$ cat src/rtl/enoc_node_endpoint_if.sv
// Core-side and network-side handshake bundle for the NoC node endpoint.
interface enoc_node_endpoint_if #(
    parameter int unsigned PACKET_WIDTH = 32,
    parameter int unsigned CNT_WIDTH    = 16
);
    // Core -> endpoint (TX)
    logic [PACKET_WIDTH-1:0] i_tx_data;
    logic                    i_tx_val;
    logic                    o_tx_en;
    // Endpoint -> network node input
    logic [PACKET_WIDTH-1:0] o_net_data;
    logic                    o_net_data_val;
    logic                    i_net_en;
    // Network node output -> endpoint
    logic [PACKET_WIDTH-1:0] i_net_data;
    logic                    i_net_data_val;
    logic                    o_net_en;
    // Endpoint -> core (RX)
    logic [PACKET_WIDTH-1:0] o_rx_data;
    logic                    o_rx_val;
    logic                    i_rx_en;
    // Statistics
    logic [CNT_WIDTH-1:0]    o_tx_count;
    logic [CNT_WIDTH-1:0]    o_rx_count;
    logic [CNT_WIDTH-1:0]    o_misroute_count;

    // Endpoint view
    modport slave (
        input  i_tx_data, i_tx_val, i_net_en, i_net_data, i_net_data_val, i_rx_en,
        output o_tx_en, o_net_data, o_net_data_val, o_net_en, o_rx_data, o_rx_val,
        output o_tx_count, o_rx_count, o_misroute_count
    );

    // Environment view (core plus network)
    modport master (
        output i_tx_data, i_tx_val, i_net_en, i_net_data, i_net_data_val, i_rx_en,
        input  o_tx_en, o_net_data, o_net_data_val, o_net_en, o_rx_data, o_rx_val,
        input  o_tx_count, o_rx_count, o_misroute_count
    );
endinterface

$ cat src/rtl/enoc_node_endpoint.sv
// NoC node endpoint: TX FIFO toward the network, address-filtered RX FIFO
// toward the core, and saturating traffic/misroute counters.
// Every handshake output is a register loaded from next-state occupancy, so
// valid never depends on enable and enable never depends on valid.
module enoc_node_endpoint #(
    parameter int unsigned PACKET_WIDTH = 32,
    parameter int unsigned ADDR_WIDTH   = 4,
    parameter int unsigned NODE_ID      = 0,
    parameter int unsigned TX_DEPTH     = 4,
    parameter int unsigned RX_DEPTH     = 4,
    parameter int unsigned CNT_WIDTH    = 16
) (
    input  logic                 clk,
    input  logic                 reset,
    enoc_node_endpoint_if.slave  bus
);
    localparam int unsigned TX_AW = $clog2(TX_DEPTH);
    localparam int unsigned RX_AW = $clog2(RX_DEPTH);
    localparam int unsigned TX_PW = TX_AW + 1;
    localparam int unsigned RX_PW = RX_AW + 1;

    // TX state
    logic [PACKET_WIDTH-1:0] r_tx_mem [TX_DEPTH];
    logic [TX_PW-1:0]        r_tx_wr, r_tx_rd;
    logic                    r_tx_en;
    logic                    r_net_val;
    logic [PACKET_WIDTH-1:0] r_net_data;

    // RX state
    logic [PACKET_WIDTH-1:0] r_rx_mem [RX_DEPTH];
    logic [RX_PW-1:0]        r_rx_wr, r_rx_rd;
    logic                    r_net_en;
    logic                    r_rx_val;
    logic [PACKET_WIDTH-1:0] r_rx_data;

    // Counters
    logic [CNT_WIDTH-1:0]    r_tx_cnt, r_rx_cnt, r_mis_cnt;

    // Combinational next-state
    logic                    w_tx_push, w_tx_pop;
    logic [TX_PW-1:0]        w_tx_wr_nxt, w_tx_rd_nxt;
    logic                    w_tx_full_nxt, w_tx_empty_nxt;
    logic [PACKET_WIDTH-1:0] w_tx_head_nxt;
    logic                    w_net_acc, w_addr_hit, w_rx_push, w_misroute, w_rx_pop;
    logic [RX_PW-1:0]        w_rx_wr_nxt, w_rx_rd_nxt;
    logic                    w_rx_full_nxt, w_rx_empty_nxt;
    logic [PACKET_WIDTH-1:0] w_rx_head_nxt;

    // TX next pointers, flags and head; the head bypasses the array when the
    // incoming packet lands exactly in the slot that becomes the head
    always_comb begin
        w_tx_push      = bus.i_tx_val && r_tx_en;
        w_tx_pop       = r_net_val && bus.i_net_en;
        w_tx_wr_nxt    = r_tx_wr + TX_PW'(w_tx_push);
        w_tx_rd_nxt    = r_tx_rd + TX_PW'(w_tx_pop);
        w_tx_full_nxt  = (w_tx_wr_nxt[TX_AW] != w_tx_rd_nxt[TX_AW]) &&
                         (w_tx_wr_nxt[TX_AW-1:0] == w_tx_rd_nxt[TX_AW-1:0]);
        w_tx_empty_nxt = (w_tx_wr_nxt == w_tx_rd_nxt);
        w_tx_head_nxt  = r_tx_mem[w_tx_rd_nxt[TX_AW-1:0]];
        if (w_tx_push && (r_tx_wr[TX_AW-1:0] == w_tx_rd_nxt[TX_AW-1:0])) begin
            w_tx_head_nxt = bus.i_tx_data;
        end
        if (w_tx_empty_nxt) begin
            w_tx_head_nxt = '0;
        end
    end

    // RX accept, address filter, next pointers, flags and head
    always_comb begin
        w_net_acc      = bus.i_net_data_val && r_net_en;
        w_addr_hit     = (bus.i_net_data[ADDR_WIDTH-1:0] == ADDR_WIDTH'(NODE_ID));
        w_rx_push      = w_net_acc && w_addr_hit;
        w_misroute     = w_net_acc && !w_addr_hit;
        w_rx_pop       = r_rx_val && bus.i_rx_en;
        w_rx_wr_nxt    = r_rx_wr + RX_PW'(w_rx_push);
        w_rx_rd_nxt    = r_rx_rd + RX_PW'(w_rx_pop);
        w_rx_full_nxt  = (w_rx_wr_nxt[RX_AW] != w_rx_rd_nxt[RX_AW]) &&
                         (w_rx_wr_nxt[RX_AW-1:0] == w_rx_rd_nxt[RX_AW-1:0]);
        w_rx_empty_nxt = (w_rx_wr_nxt == w_rx_rd_nxt);
        w_rx_head_nxt  = r_rx_mem[w_rx_rd_nxt[RX_AW-1:0]];
        if (w_rx_push && (r_rx_wr[RX_AW-1:0] == w_rx_rd_nxt[RX_AW-1:0])) begin
            w_rx_head_nxt = bus.i_net_data;
        end
        if (w_rx_empty_nxt) begin
            w_rx_head_nxt = '0;
        end
    end

    // TX storage array (contents are don't-care once pointers are reset)
    always_ff @(posedge clk) begin
        if (w_tx_push) begin
            r_tx_mem[r_tx_wr[TX_AW-1:0]] <= bus.i_tx_data;
        end
    end

    // RX storage array
    always_ff @(posedge clk) begin
        if (w_rx_push) begin
            r_rx_mem[r_rx_wr[RX_AW-1:0]] <= bus.i_net_data;
        end
    end

    // TX pointers and registered network-side outputs
    always_ff @(posedge clk or posedge reset) begin
        if (reset) begin
            r_tx_wr    <= '0;
            r_tx_rd    <= '0;
            r_tx_en    <= 1'b0;
            r_net_val  <= 1'b0;
            r_net_data <= '0;
        end else begin
            r_tx_wr    <= w_tx_wr_nxt;
            r_tx_rd    <= w_tx_rd_nxt;
            r_tx_en    <= !w_tx_full_nxt;
            r_net_val  <= !w_tx_empty_nxt;
            r_net_data <= w_tx_head_nxt;
        end
    end

    // RX pointers and registered core-side outputs
    always_ff @(posedge clk or posedge reset) begin
        if (reset) begin
            r_rx_wr   <= '0;
            r_rx_rd   <= '0;
            r_net_en  <= 1'b0;
            r_rx_val  <= 1'b0;
            r_rx_data <= '0;
        end else begin
            r_rx_wr   <= w_rx_wr_nxt;
            r_rx_rd   <= w_rx_rd_nxt;
            r_net_en  <= !w_rx_full_nxt;
            r_rx_val  <= !w_rx_empty_nxt;
            r_rx_data <= w_rx_head_nxt;
        end
    end

    // Saturating statistics counters
    always_ff @(posedge clk or posedge reset) begin
        if (reset) begin
            r_tx_cnt  <= '0;
            r_rx_cnt  <= '0;
            r_mis_cnt <= '0;
        end else begin
            if (w_tx_pop && (r_tx_cnt != '1)) begin
                r_tx_cnt <= r_tx_cnt + CNT_WIDTH'(1);
            end
            if (w_rx_push && (r_rx_cnt != '1)) begin
                r_rx_cnt <= r_rx_cnt + CNT_WIDTH'(1);
            end
            if (w_misroute && (r_mis_cnt != '1)) begin
                r_mis_cnt <= r_mis_cnt + CNT_WIDTH'(1);
            end
        end
    end

    assign bus.o_tx_en          = r_tx_en;
    assign bus.o_net_data       = r_net_data;
    assign bus.o_net_data_val   = r_net_val;
    assign bus.o_net_en         = r_net_en;
    assign bus.o_rx_data        = r_rx_data;
    assign bus.o_rx_val         = r_rx_val;
    assign bus.o_tx_count       = r_tx_cnt;
    assign bus.o_rx_count       = r_rx_cnt;
    assign bus.o_misroute_count = r_mis_cnt;

endmodule

$ cat src/flat_wrapper.sv
// flat-port wrapper written by rule: the top's interface ports become plain ports
module enoc_node_endpoint_flat 
#(
    parameter int unsigned PACKET_WIDTH = 32,
    parameter int unsigned ADDR_WIDTH   = 4,
    parameter int unsigned NODE_ID      = 0,
    parameter int unsigned TX_DEPTH     = 4,
    parameter int unsigned RX_DEPTH     = 4,
    parameter int unsigned CNT_WIDTH    = 16
)
  (clk, reset, bus_i_tx_data, bus_i_tx_val, bus_i_net_en, bus_i_net_data, bus_i_net_data_val, bus_i_rx_en, bus_o_tx_en, bus_o_net_data, bus_o_net_data_val, bus_o_net_en, bus_o_rx_data, bus_o_rx_val, bus_o_tx_count, bus_o_rx_count, bus_o_misroute_count);
  enoc_node_endpoint_if #(.PACKET_WIDTH(PACKET_WIDTH), .CNT_WIDTH(CNT_WIDTH)) bus_i ();
  input  logic clk;
  input  logic reset;
  input wire logic [$bits(bus_i.i_tx_data)-1:0] bus_i_tx_data;
  input wire logic [$bits(bus_i.i_tx_val)-1:0] bus_i_tx_val;
  input wire logic [$bits(bus_i.i_net_en)-1:0] bus_i_net_en;
  input wire logic [$bits(bus_i.i_net_data)-1:0] bus_i_net_data;
  input wire logic [$bits(bus_i.i_net_data_val)-1:0] bus_i_net_data_val;
  input wire logic [$bits(bus_i.i_rx_en)-1:0] bus_i_rx_en;
  output wire logic [$bits(bus_i.o_tx_en)-1:0] bus_o_tx_en;
  output wire logic [$bits(bus_i.o_net_data)-1:0] bus_o_net_data;
  output wire logic [$bits(bus_i.o_net_data_val)-1:0] bus_o_net_data_val;
  output wire logic [$bits(bus_i.o_net_en)-1:0] bus_o_net_en;
  output wire logic [$bits(bus_i.o_rx_data)-1:0] bus_o_rx_data;
  output wire logic [$bits(bus_i.o_rx_val)-1:0] bus_o_rx_val;
  output wire logic [$bits(bus_i.o_tx_count)-1:0] bus_o_tx_count;
  output wire logic [$bits(bus_i.o_rx_count)-1:0] bus_o_rx_count;
  output wire logic [$bits(bus_i.o_misroute_count)-1:0] bus_o_misroute_count;
  assign bus_i.i_tx_data = bus_i_tx_data;
  assign bus_i.i_tx_val = bus_i_tx_val;
  assign bus_i.i_net_en = bus_i_net_en;
  assign bus_i.i_net_data = bus_i_net_data;
  assign bus_i.i_net_data_val = bus_i_net_data_val;
  assign bus_i.i_rx_en = bus_i_rx_en;
  assign bus_o_tx_en = bus_i.o_tx_en;
  assign bus_o_net_data = bus_i.o_net_data;
  assign bus_o_net_data_val = bus_i.o_net_data_val;
  assign bus_o_net_en = bus_i.o_net_en;
  assign bus_o_rx_data = bus_i.o_rx_data;
  assign bus_o_rx_val = bus_i.o_rx_val;
  assign bus_o_tx_count = bus_i.o_tx_count;
  assign bus_o_rx_count = bus_i.o_rx_count;
  assign bus_o_misroute_count = bus_i.o_misroute_count;
  enoc_node_endpoint #(.PACKET_WIDTH(PACKET_WIDTH), .ADDR_WIDTH(ADDR_WIDTH), .NODE_ID(NODE_ID), .TX_DEPTH(TX_DEPTH), .RX_DEPTH(RX_DEPTH), .CNT_WIDTH(CNT_WIDTH)) u_core (.clk(clk), .reset(reset), .bus(bus_i));
endmodule
$ cat config.mk
export PLATFORM = sky130hd
export DESIGN_NAME = enoc_node_endpoint_flat
export DESIGN_NICKNAME = d
export VERILOG_FILES = /design/src/rtl/enoc_node_endpoint_if.sv /design/src/rtl/enoc_node_endpoint.sv /design/src/flat_wrapper.sv
export SDC_FILE = /design/constraint.sdc
export NUM_CORES = 1
export LEC_CHECK = 0
export BUFFER_PORTS_ARGS = -buffer_cell sky130_fd_sc_hd__buf_2
export CAP_MARGIN = 20
export CORE_MARGIN = 5
export CORE_UTILIZATION = 40
export DETAILED_ROUTE_END_ITERATION = 10
export PLACE_DENSITY_LB_ADDON = 0.08
export SLEW_MARGIN = 20
export SYNTH_ARGS = -nofsm -noshare
export SYNTH_HDL_FRONTEND = slang
export SYNTH_SLANG_ARGS = --single-unit
export TNS_END_PERCENT = 10
$ cat constraint.sdc
create_clock -name clk -period 3.55 [get_ports clk]
set_clock_uncertainty 0.1 [all_clocks]
set_input_delay 0 -clock clk [delete_from_list [all_inputs] [get_ports clk]]
set_output_delay 0 -clock clk [all_outputs]
set_load 0.05 [all_outputs]
==> results of run 1 <==
-- power by group --
| group | internal, W | switching [W] | total (W) |
|---|---|---|---|
| Clock | 0.00276 | 0.00176 | 0.00451 |
| Sequential | 0.00572 | 0.000360 | 0.00608 |
| Combinational | 0.00227 | 0.00416 | 0.00642 |
-- cells in the mapped netlist --
master / n / area share [%]
nor4_1: 14 / 0.59
o21ai_0: 2 / 0.068
a31oi_1: 1 / 0.042
ha_1: 11 / 0.93
nor2b_1: 2 / 0.085
nor2_1: 8 / 0.20
and2_1: 2 / 0.085
dfrtp_1: 128 / 22
nand2_1: 147 / 3.7
and4_1: 3 / 0.18
nor4b_1: 2 / 0.12
inv_1: 4 / 0.10
edfxtp_1: 256 / 52
and3_1: 6 / 0.25
or3_1: 1 / 0.042
nor3_1: 22 / 0.75
nor3b_1: 11 / 0.56
xor2_1: 45 / 2.7
o211ai_1: 1 / 0.051
a21oi_1: 60 / 2.0
o21a_1: 2 / 0.10
a41oi_1: 1 / 0.059
nor4_4: 3 / 0.43
o2111ai_1: 1 / 0.059
or4_1: 3 / 0.15
nand4_1: 17 / 0.72
nand3_1: 10 / 0.34
mux2_1: 5 / 0.38
or2_2: 1 / 0.042
inv_2: 4 / 0.10
mux4_2: 64 / 9.8
o21ai_1: 3 / 0.10
buf_2: 7 / 0.24
nor4_2: 1 / 0.085
clkbuf_1: 31 / 0.79
xnor2_1: 7 / 0.42
-- state kept, by name, summed over array words and instances, names as in the netlist --
register,count
u_core.bus.o_misroute_count,16
u_core.bus.o_tx_count,16
u_core.bus.o_net_data,32
u_core.r_rx_wr,3
u_core.bus.o_net_en,1
u_core.r_rx_mem,128
u_core.bus.o_rx_count,16
u_core.r_tx_mem,128
u_core.r_tx_wr,3
u_core.r_tx_rd,3
u_core.bus.o_tx_en,1
u_core.bus.o_net_data_val,1
u_core.bus.o_rx_data,32
u_core.r_rx_rd,3
u_core.bus.o_rx_val,1
-- worst min path at each step --
stage                 startpoint                   endpoint  slack [ns]
2_1_floorplan  bus_i_net_data[0]      u_core.r_rx_mem[0][0]      -0.001
3_3_place_gp               reset  u_core.bus.o_rx_count[11]        0.13
3_5_place_dp               reset  u_core.bus.o_rx_count[10]        0.12
4_1_cts                    reset  u_core.bus.o_rx_count[13]        0.07
5_1_grt         bus_i_tx_data[4]      u_core.r_tx_mem[0][4]         0.1
6_report                   reset  u_core.bus.o_rx_count[10]        0.06
-- metal layers --
metal  global-route usage, %  routed length [um]
met5                       0                  21
met4                    3.64                 532
met3                    4.54                1890
met2                    27.9               16600
met1                    21.3               14300
-- per-stage QoR --
stage,total power (W),setup slack [ns],instances,instance area [um^2]
after global routing,0.0180,0.703,1674,18600
after floorplan,0.0109,-0.436,886,14800
after CTS,0.0173,0.879,1674,18600
after global placement,0.0126,0.951,1528,16400
after detailed placement,0.0127,0.894,1528,16400
final,0.0170,0.912,1674,18600
-- worst max-delay path: stages (launching register included) --
cell	delay [ns]
dfrtp_1	0.38
and2_1	0.19
nand2_1	0.35
inv_2	0.08
ha_1	0.20
ha_1	0.18
xor2_1	0.24
xor2_1	0.13
nor3_2	0.12
buf_4	0.42
nor3b_1	0.11
-- final cells by class --
class                           count  area, um^2  share of cell area, %
Sequential cell                   384       10900                   58.7
Multi-Input combinational cell    456        3750                   20.2
Timing Repair Buffer              280        1850                   9.95
Clock buffer                       62        1260                   6.79
Tap cell                          468         586                   3.15
Clock inverter                     16         190                   1.02
Inverter                            8        35.0                  0.189
-- timing repair --
action | CTS | global route
hold endpoints to repair | 411 | 0
endpoints found under the setup margin | 0 | 0
buffers inserted | 0 | 0
hold buffers | 68 | 0
-- logic make-up after synthesis --
logic type               count (synthesis)  synth area share, %
buffers and inverters                   46                 1.23
AND/OR/NAND/NOR                        253                 8.37
XOR/XNOR                                52                 3.08
multiplexers                            69                 10.1
AO/OA/AOI/OAI                           71                 2.52
adder cells (fa/ha/maj)                 11                0.932
flip-flops                             384                 73.7
==> impl_metrics.ini, run 1 <==
[worst_setup_path]
critical_path.endpoint = u_core.bus.o_rx_data[3]
crit_arrival_ns = 2.95
rrSetupSlack_ns = 0.91
worst_setup_path_start_kind = flop
worst_r2r_endpoint = u_core.bus.o_rx_data[3]
reg2reg_depth = 10
timing.critical_path.to_type = flop
r2r-start = u_core.bus.o_net_en
crit_path_start = u_core.bus.o_net_en
critical_path_class = reg2reg
critical_path_required_ns = 3.86
crit_path_max_fanout = 33

[global_routing]
grt_max_degree = 81
grt_first_pass_wirelength_mm = 52.7
grt_remaining_overflow = 0
grt_pass1_vias = 8949
globalRouteTotalUtil_pct = 16.4
antenna_found_initial = 2

[yosys]
synth_area_um2 = 14800
number_of_cells_produced_by_synthesis = 886
ys.warnings.count = 0
synth.ff_latch_count = 384
yosys.cell_types.count = 36
syn_nets = 967
average_cell_area_after_synthesis_um2 = 16.7
synth_sequential_area_ratio_pct = 73.7

[power_and_ir_drop]
vdd_ir_drop_max_v = 0.000509
power.density_nw_per_um2 = 917
leakagePower_nw = 7.32

[drt]
drt-wirelength-per-cell_um = 19.9
drc_errors = 0
drt_iter0_drc = 383
via_count = 8409
dr.pass1.iters = 7
antenna_left = 0
postRouteWirelength_mm = 33.3
via_per_inst = 5.02

[timing]
setup_tns_ns = 0
setup_viol_count_final = 0
fin_worst_hold_slack_ns = 0.0558
post-route-period-util_pct = 74.3
worst-slew-pin-transition_ns = 0.792
hold_viol_final = 0
final_period_minus_worst_setup_slack_ns = 2.64
setup_repair_after_global_routing_missed_its_margin = no
max_slew_margin_pct = 47.2
drv_slew = 0
highest_clock_rate_mhz = 379

[layout]
post-route-util_pct = 50.8
most_common_cell_after_layout_fill_and_taps_aside = edfxtp_1
final_layout_size_suffix_gt1_share_pct = 30.1
diodes = 0
finalNetCount = 1254
layout.filler_cells = 3040
most-common-layout-cells = 256 x edfxtp_1, 185 x buf_2, 147 x nand2_1, 128 x dfrtp_1, 68 x dlygate4sd3_1
area_growth_syn_to_layout_pct = 25.7

[floorplanning]
design.die.area_um2 = 40900
fp.coreArea_um2 = 36500
standard_cell_rows = 70
io-pin-count = 186
initial_core_util_pct = 40.4
chipWidth_um = 202
chipHeight_um = 202

[job]
max-cap-violations = 0

[cts]
cts_sinks = 384
clk_transition_reported_paths_ns = 0.06
cts_root_buf = clkbuf_16
cts_tree = done
htree_levels = 2
clock_path_buffers = 3
clkLatencyLatePin_ns = 0.55
cts_made_buffers = 43
cts_repair_resize_count = 0

[placed_design]
gpl.final_weighted_congestion = 0.727
placement.io_buffers = 185
place.detailed.hpwl_mm = 19.4

[min_path]
hold_path_class = in2async

[status]
run_status = finished, final reports clean
Power figures use the tool's default switching activity.
==> inputs of run 2 (changes only) <==
==> constraint.sdc (replaced) <==
create_clock -name clk -period 2.4 [get_ports clk]
set_clock_uncertainty 0.1 [all_clocks]
set_input_delay 0 -clock clk [delete_from_list [all_inputs] [get_ports clk]]
set_output_delay 0 -clock clk [all_outputs]
set_load 0.05 [all_outputs]
==> impl_metrics.ini, run 2 (synthesis results as in run 1) <==
[power_and_ir_drop]
leakagePower_nw = 7.37
power.density_nw_per_um2 = 1340
vdd_ir_drop_max_v = 0.000761
power_w = 0.0251

[placed_design]
dpl.cell_count = 1536
place.detailed.hpwl_mm = 19.6
placement.io_buffers = 185
gpl.final_weighted_congestion = 0.751

[global_routing]
top_usage_layer = met2
grt_remaining_overflow = 0
globalRouteTotalUtil_pct = 16.6
grt_max_degree = 77
grt_util_met3_pct = 3.29
grt_pass1_vias = 9200
grt_first_pass_wirelength_mm = 53.7
antenna_found_initial = 2
globalRouteMet2Util_pct = 28.1
grt.met1_usage_pct = 22.3

[floorplanning]
standard_cell_rows = 70
design.die.area_um2 = 40900
io-pin-count = 186
chipWidth_um = 202
fp.coreArea_um2 = 36500
chipHeight_um = 202
initial_core_util_pct = 40.4

[drt]
drt-wirelength-per-cell_um = 20.0
postRouteWirelength_mm = 33.7
via_per_inst = 5.08
antenna_left = 0
drt_iter0_drc = 403
drc_errors = 0
dr.pass1.iters = 5
via_count = 8550

[cts]
cts_root_buf = clkbuf_16
clock_path_buffers = 3
cts_sinks = 384
htree_levels = 2
clkLatencyLatePin_ns = 0.53
cts_made_buffers = 43
clk_transition_reported_paths_ns = 0.06
cts_tree = done

[timing]
max_slew_margin_pct = 48.0
hold_viol_final = 0
setup_repair_after_global_routing_missed_its_margin = no
drv_slew = 0
setup_viol_count_final = 0
worst-slew-pin-transition_ns = 0.775
highest_clock_rate_mhz = 447
final_period_minus_worst_setup_slack_ns = 2.24
post-route-period-util_pct = 93.2

[layout]
area_growth_syn_to_layout_pct = 26.9
finalNetCount = 1263
most-common-layout-cells = 256 x edfxtp_1, 185 x buf_2, 146 x nand2_1, 127 x dfrtp_1, 69 x dlygate4sd3_1
post_layout_nonfiller_instances = 1684
final_layout_size_suffix_gt1_share_pct = 30.7
diodes = 0
most_common_cell_after_layout_fill_and_taps_aside = edfxtp_1

[worst_setup_path]
worst_setup_path_start_kind = flop
critical_path_required_ns = 2.71
critical_path_class = reg2reg
crit_arrival_ns = 2.55
crit_path_max_fanout = 24
rrSetupSlack_ns = 0.16
timing.critical_path.to_type = flop

[job]
max-cap-violations = 0

[min_path]
hold_path_class = in2reg

[status]
run_status = finished, final reports clean
[run 2: stage by stage]
step,cell area (um^2),setup slack (ns),hold WS [ns],TNS (ns),util (%)
finish,18700,0.163,0.0782,0,51.3
floorplan,14800,-0.534,-0.00113,-69.40,-
detailed placement,16700,0.0972,-0.0401,0,45.7
CTS,18700,0.0695,0.0526,0,51.3
global route,18700,0.00421,0.0810,0,51.3
global placement,16700,0.173,-0.0464,0,45.7
[run 2: timing repair]
item	CTS	global route
endpoints found under the hold margin	459	0
endpoints found under the setup margin	0	21
hold buffers	69	0
gates resized for setup	0	1
setup buffers	0	0
[run 2: layout make-up]
type                    instances  area, um^2
flip-flops and latches        384       10900
repair buffers                289        2100
fillers                      3108       17800
multi-input cells             456        3780
inverters                       8        33.8
clock inverters                25         166
clock buffers                  54        1180
well taps                     468         586
[run 2: worst paths after layout]
| check | to | cells after the start | start |
|---|---|---|---|
| hold / removal | u_core.r_rx_rd[2] | 5 | bus_i_rx_en |
| setup reg to reg | u_core.bus.o_rx_data[17] | 7 | u_core.bus.o_rx_val |
| setup / recovery | u_core.bus.o_rx_data[17] | 7 | u_core.bus.o_rx_val |
| hold reg to reg | u_core.r_rx_wr[2] | 1 | u_core.r_rx_wr[2] |
| min in group asynchronous | u_core.bus.o_net_data[8] | 4 | reset |
| max in group asynchronous | u_core.bus.o_net_en | 5 | reset |
[run 2: metal layers]
metal  vias to the layer above  part of all wire (%)
li1                       3950                     -
met1                      4346                    44
met2                       192                    49
met3                        58                   4.8
met4                         4                   1.9
met5                         -                 0.062
[run 2: where the power goes]
| group | switching (W) | internal [W] |
|---|---|---|
| Combinational | 0.00628 | 0.00359 |
| Sequential | 0.000571 | 0.00845 |
| Clock | 0.00260 | 0.00361 |
| Total | 0.00945 | 0.0157 |
[run 2: critical path: stages, from the launching register on]
cell and delay (ns):
dfrtp_1 0.37, and2_1 0.16, ha_2 0.17, ha_1 0.35, buf_4 0.40, mux4_2 0.37
nand2_1 0.11, a21oi_1 0.08
